### src/rtl/core_ctrl_pkg.sv
// Shared control-path definitions: redirect FSM state encoding and PC width.
package core_ctrl_pkg;

  localparam int unsigned PC_W = 32;

  typedef enum logic [1:0] {
    IDLE     = 2'd0,
    REDIRECT = 2'd1,
    DRAIN    = 2'd2
  } redir_state_e;

endpackage

### src/rtl/sat_counter.sv
// Saturating up-counter with synchronous clear; clear wins over increment.
module sat_counter #(
  parameter int unsigned W = 16
) (
  input  logic         clk_i,
  input  logic         clr_i,
  input  logic         inc_i,
  output logic [W-1:0] count_o
);

  logic [W-1:0] count_q;
  logic [W-1:0] count_d;

  // Next count: clear, hold at all-ones, or step by one.
  always_comb begin
    count_d = count_q;
    if (clr_i) begin
      count_d = '0;
    end else if (inc_i && (count_q != {W{1'b1}})) begin
      count_d = count_q + W'(1);
    end else begin
      count_d = count_q;
    end
  end

  // Count register.
  always_ff @(posedge clk_i) begin
    count_q <= count_d;
  end

  assign count_o = count_q;

endmodule

### src/rtl/redirect_control.sv
// Branch-mispredict redirect controller: flush/stall sequencing and fetch redirect handshake.
// Define REDIRECT_STATS_EN to build the resolved-branch and mispredict counters.
module redirect_control
  import core_ctrl_pkg::*;
#(
  parameter int unsigned FLUSH_CYCLES = 2,
  parameter int unsigned CNT_W        = 16
) (
  input  logic             i_Clk,
  input  logic             i_Rst,
  input  logic             i_BrValid_1,
  input  logic             i_Jump_1,
  input  logic             i_Predicted_1,
  input  logic [PC_W-1:0]  i_Target_32,
  input  logic [PC_W-1:0]  i_FallThrough_32,
  input  logic             i_RedirReady_1,
  output logic             o_RedirValid_1,
  output logic [PC_W-1:0]  o_RedirPC_32,
  output logic             o_Flush_1,
  output logic             o_Stall_1,
  output logic [CNT_W-1:0] o_BrCnt_CNT_W,
  output logic [CNT_W-1:0] o_MispredCnt_CNT_W
);

  localparam logic [2:0] FLUSH_INIT = 3'(FLUSH_CYCLES);

  redir_state_e    state_q;
  redir_state_e    state_d;
  logic [2:0]      drain_q;
  logic [2:0]      drain_d;
  logic [PC_W-1:0] pc_q;
  logic [PC_W-1:0] pc_d;
  logic            mispredict_s;

  assign mispredict_s = i_BrValid_1 & (i_Jump_1 != i_Predicted_1);

  // State, drain count and redirect PC registers.
  always_ff @(posedge i_Clk) begin
    if (i_Rst) begin
      state_q <= IDLE;
      drain_q <= 3'd0;
      pc_q    <= '0;
    end else begin
      state_q <= state_d;
      drain_q <= drain_d;
      pc_q    <= pc_d;
    end
  end

  // Next-state logic; branch inputs only matter in IDLE, later ones are wrong-path.
  always_comb begin
    state_d = state_q;
    drain_d = drain_q;
    pc_d    = pc_q;
    case (state_q)
      IDLE: begin
        if (mispredict_s) begin
          state_d = REDIRECT;
          pc_d    = i_Jump_1 ? i_Target_32 : i_FallThrough_32;
        end else begin
          state_d = IDLE;
        end
      end
      REDIRECT: begin
        if (i_RedirReady_1) begin
          if (FLUSH_INIT == 3'd0) begin
            state_d = IDLE;
          end else begin
            state_d = DRAIN;
            drain_d = FLUSH_INIT;
          end
        end else begin
          state_d = REDIRECT;
        end
      end
      DRAIN: begin
        drain_d = (drain_q == 3'd0) ? 3'd0 : drain_q - 3'd1;
        if (drain_q <= 3'd1) begin
          state_d = IDLE;
        end else begin
          state_d = DRAIN;
        end
      end
      default: begin
        state_d = IDLE;
        drain_d = 3'd0;
      end
    endcase
  end

  // Output decode; the IDLE flush is combinational so the bad instruction dies this cycle.
  always_comb begin
    o_RedirValid_1 = 1'b0;
    o_Flush_1      = 1'b0;
    o_Stall_1      = 1'b0;
    case (state_q)
      IDLE: begin
        o_Flush_1 = mispredict_s;
      end
      REDIRECT: begin
        o_RedirValid_1 = 1'b1;
        o_Flush_1      = 1'b1;
        o_Stall_1      = 1'b1;
      end
      DRAIN: begin
        o_Flush_1 = 1'b1;
      end
      default: begin
        o_Flush_1 = 1'b0;
      end
    endcase
  end

  assign o_RedirPC_32 = pc_q;

`ifdef REDIRECT_STATS_EN
  logic br_inc_s;
  logic mis_inc_s;

  assign br_inc_s  = (state_q == IDLE) & i_BrValid_1;
  assign mis_inc_s = (state_q == IDLE) & mispredict_s;

  sat_counter #(.W(CNT_W)) u_br_cnt (
    .clk_i   (i_Clk),
    .clr_i   (i_Rst),
    .inc_i   (br_inc_s),
    .count_o (o_BrCnt_CNT_W)
  );

  sat_counter #(.W(CNT_W)) u_mispred_cnt (
    .clk_i   (i_Clk),
    .clr_i   (i_Rst),
    .inc_i   (mis_inc_s),
    .count_o (o_MispredCnt_CNT_W)
  );
`else
  assign o_BrCnt_CNT_W      = '0;
  assign o_MispredCnt_CNT_W = '0;
`endif

endmodule

### config.mk
export PLATFORM = sky130hd
export DESIGN_NAME = redirect_control
export DESIGN_NICKNAME = d
export VERILOG_FILES = /design/src/rtl/core_ctrl_pkg.sv /design/src/rtl/sat_counter.sv /design/src/rtl/redirect_control.sv
export SDC_FILE = /design/constraint.sdc
export NUM_CORES = 1
export LEC_CHECK = 0
export CAP_MARGIN = 20
export CORE_MARGIN = 10
export CORE_UTILIZATION = 38
export DETAILED_ROUTE_END_ITERATION = 7
export PLACE_DENSITY_LB_ADDON = 0.2
export SETUP_SLACK_MARGIN = 0.5
export SYNTH_ARGS = -nofsm -noshare
export SYNTH_HDL_FRONTEND = slang
export SYNTH_SLANG_ARGS = --single-unit
### constraint.sdc
create_clock -name i_Clk -period 2.3 [get_ports i_Clk]
set_clock_uncertainty 0.05 [all_clocks]
set_input_delay 0.23 -clock i_Clk [delete_from_list [all_inputs] [get_ports i_Clk]]
set_output_delay 0.23 -clock i_Clk [all_outputs]
set_load 0.01 [all_outputs]
==> flow_metrics.tcl <==
set metrics [dict create \
    status "finished, final reports clean" \
    core_um2 5956 \
    clk_pin_slew_worst_paths_ns 0.07 \
    start_kind "flip-flop" \
    p_total_mw 1.991 \
    hpwl_um 5130 \
    netlist_top_cells_count "dfxtp_1, a21oi_1, buf_4, mux2i_1, a211oi_2" \
    portBuffers 104 \
    r2r_start "state_q[1]" \
    die-area_um2 9671 \
    register_area_um2 745.7 \
    crit_path_end_kind "primary output" \
    path_depth 6 \
    maxCapViolCount 0 \
    drv_slew 0 \
    worst_setup_path_startpoint "state_q[1]" \
    r2r_setup_slack_ns 0.73 \
    dp_cells 392 \
    area_delta_synth_final_pct 45.92 \
    fin_ws_ns 0.5748 \
    dieHeight_um 98.34 \
    drt_iter0_markers 45 \
    worstPathMaxFanout 8 \
    vias 1907 \
    cts_root_buf "clkbuf_8" \
    cts_buffers 5 \
    synthArstFlopShare_pct 0 \
    multiInputGateArea_um2 1295 \
    start_util_pct 39.16 \
    synth_area_leaders "dfxtp_1, a211oi_2, mux2i_1, buf_4, a21oi_1" \
    via_per_inst 4.756 \
    layout-drive-gt1-share_pct 17.79 \
    grt_pass1_wl_um 10630 \
    slew_headroom_pct 64.67 \
    insertedDiodeCount 0 \
    yosysTopAreaCellShare_pct 31.76 \
    dr.pass1.iters 4 \
    crit_end "o_Flush_1" \
    fillCellCount 543 \
    setup_viol 0 \
    yosys_warnings 0 \
    finalWeightedCongestion 0.7196 \
    fin_crit_sh_pct 75.01 \
    synth_area_per_cell_um2 10.32 \
    vdd_drop_max_uv 358.4 \
    clk_latency_ns 0.29 \
    rows 28 \
    grt_pass1_vias 2029 \
    netlist_area_um2 2332 \
    powerDensity_nw_per_um2 585.0 \
    final_area_um2 3403 \
    critical_path_class "flip-flop to primary output" \
    drc 0 \
    io_pins 137 \
    crit_buf_inv 2 \
    cts_tree "built" \
    finalCriticalPeriod_ns 1.725 \
    required_ns 2.02 \
    ys_types 31 \
    clk_path_buf_depth 2 \
    r2r_end "drain_q[1]" \
    grt_max_degree 33 \
    max_stage_delay_ns 0.36 \
    crit_chain "inv_2 > ha_4 > and2_4 > a21oi_1 > nor2_1 > clkdlybuf4s15_1" \
    synth_edf_count 0 \
    worst_slew_pin_slew_ns 0.5300 \
    ff2ff_path_depth 5 \
    final-hold-violation-count 0 \
    fmax_mhz 579.6 \
    avgRoutedWirePerCell_um 16.20 \
    yosys.cell_count.top_type "dfxtp_1" \
    track_usage_pct 13.18 \
    setup_tns_ns 0 \
    dp_slack_ns 0.3170 \
    p_leak_nw 1.350 \
    place_area_um2 3233 \
    crit_arrival_ns 1.45 \
    yosysSeqAreaShare_pct 31.76 \
    syn_inst 226 \
    rsz0062_at_grt "yes" \
    layout.nets 403 \
    synth-main-ff-cell "dfxtp_1" \
    hold_class "primary input to flip-flop" \
    synth_largest_area_cell "dfxtp_1" \
    utilization_pct 57.14 \
    grt_overflow 0 \
    htreeDepth 2 \
    whs_ns 0.3293 \
    routed_wl_um 6498 \
    ys_ff_latch 37 \
    clock_sinks 37 \
    cp_top_family "flip-flops" \
    die_x_um 98.34 \
    ant_nets 0 \
    antenna_found_initial 0 \
    critical-path-slowest-cell "dfxtp_4" \
    layout.cells.non_filler 401 \
]
-- worst register-to-register path, cell delays in order, from the launching register on --
cell      delay [ns]
dfxtp_4         0.37
inv_2           0.06
ha_1            0.20
nor2b_1         0.20
or4b_1          0.48
o211ai_1        0.15
-- worst min path at each step --
| stage | startpoint | to | slack, ns | depth (start not counted) |
|---|---|---|---|---|
| global route | i_Rst | o_RedirPC_32[9] | 0.36 | 2 |
| detailed placement | drain_q[0] | drain_q[0] | 0.44 | 2 |
| finish | i_Rst | drain_q[2] | 0.33 | 2 |
| CTS | i_Rst | drain_q[2] | 0.33 | 2 |
| floorplan | i_RedirReady_1 | state_q[1] | 0.33 | 2 |
| global placement | drain_q[0] | drain_q[0] | 0.45 | 2 |
-- layout make-up --
cell class              instances  share of cell area (%)
clock inverters                 3                   2.022
well taps                      75                   2.757
multi-input cells             164                   38.05
repair buffers                113                   32.79
clock buffers                   5                   2.022
inverters                       4                  0.4412
flip-flops and latches         37                   21.91
-- state kept, by name, indices dropped and copies added, names as in the netlist --
register      cells
o_RedirPC_32     32
drain_q           3
state_q           2
-- where the power goes --
part	switching (mW)	total, mW	internal [mW]	leakage, nW
Clock	0.251	0.688	0.437	0.0687
Sequential	0.0271	0.721	0.694	0.305
Combinational	0.269	0.582	0.313	0.976
-- per-layer routing --
layer	track usage, %	share of wire [%]	vias to the layer above
li1	-	-	950
met2	20.52	46	86
met5	0	0	-
met1	16.26	43	863
met3	5.708	9.3	8
met4	3.308	1.0	0
-- what timing repair did --
item | 4_1_cts | 5_1_grt
gates resized for setup | 8 | 4
buffers inserted | 0 | 1
gates cloned | 0 | 0
endpoints found under the setup margin | 1 | 3
hold buffers | 0 | 0
-- cells in the final DEF, fill, tap and decap left out, types with 2 or more instances in the layout --
cell type / count
or4_1: 2
clkbuf_8: 5
buf_2: 2
o21ai_0: 4
a211oi_2: 30
inv_2: 3
ha_1: 7
nand2_1: 2
a211oi_1: 3
and2_4: 2
conb_1: 32
nor2b_1: 2
mux2i_1: 32
a21oi_1: 36
buf_4: 8
bufinv_16: 2
clkdlybuf4s50_1: 99
dfxtp_1: 35
dlymetal6s2s_1: 2
-- logic make-up (layout without fill, tap and decap cells) --
group | Yosys count | count (layout) | share of synthesized area [%]
multiplexers | 32 | 32 | 13.73
AND/OR/NAND/NOR | 16 | 16 | 4.292
flip-flops | 37 | 37 | 31.76
other | 1 | 32 | 0.1608
XOR/XNOR | 1 | 1 | 1.180
buffers and inverters | 56 | 125 | 18.35
AO/OA/AOI/OAI | 75 | 75 | 26.23
adder cells (fa/ha/maj) | 8 | 8 | 4.292
Note: power is estimated with default switching activity, not from simulation.
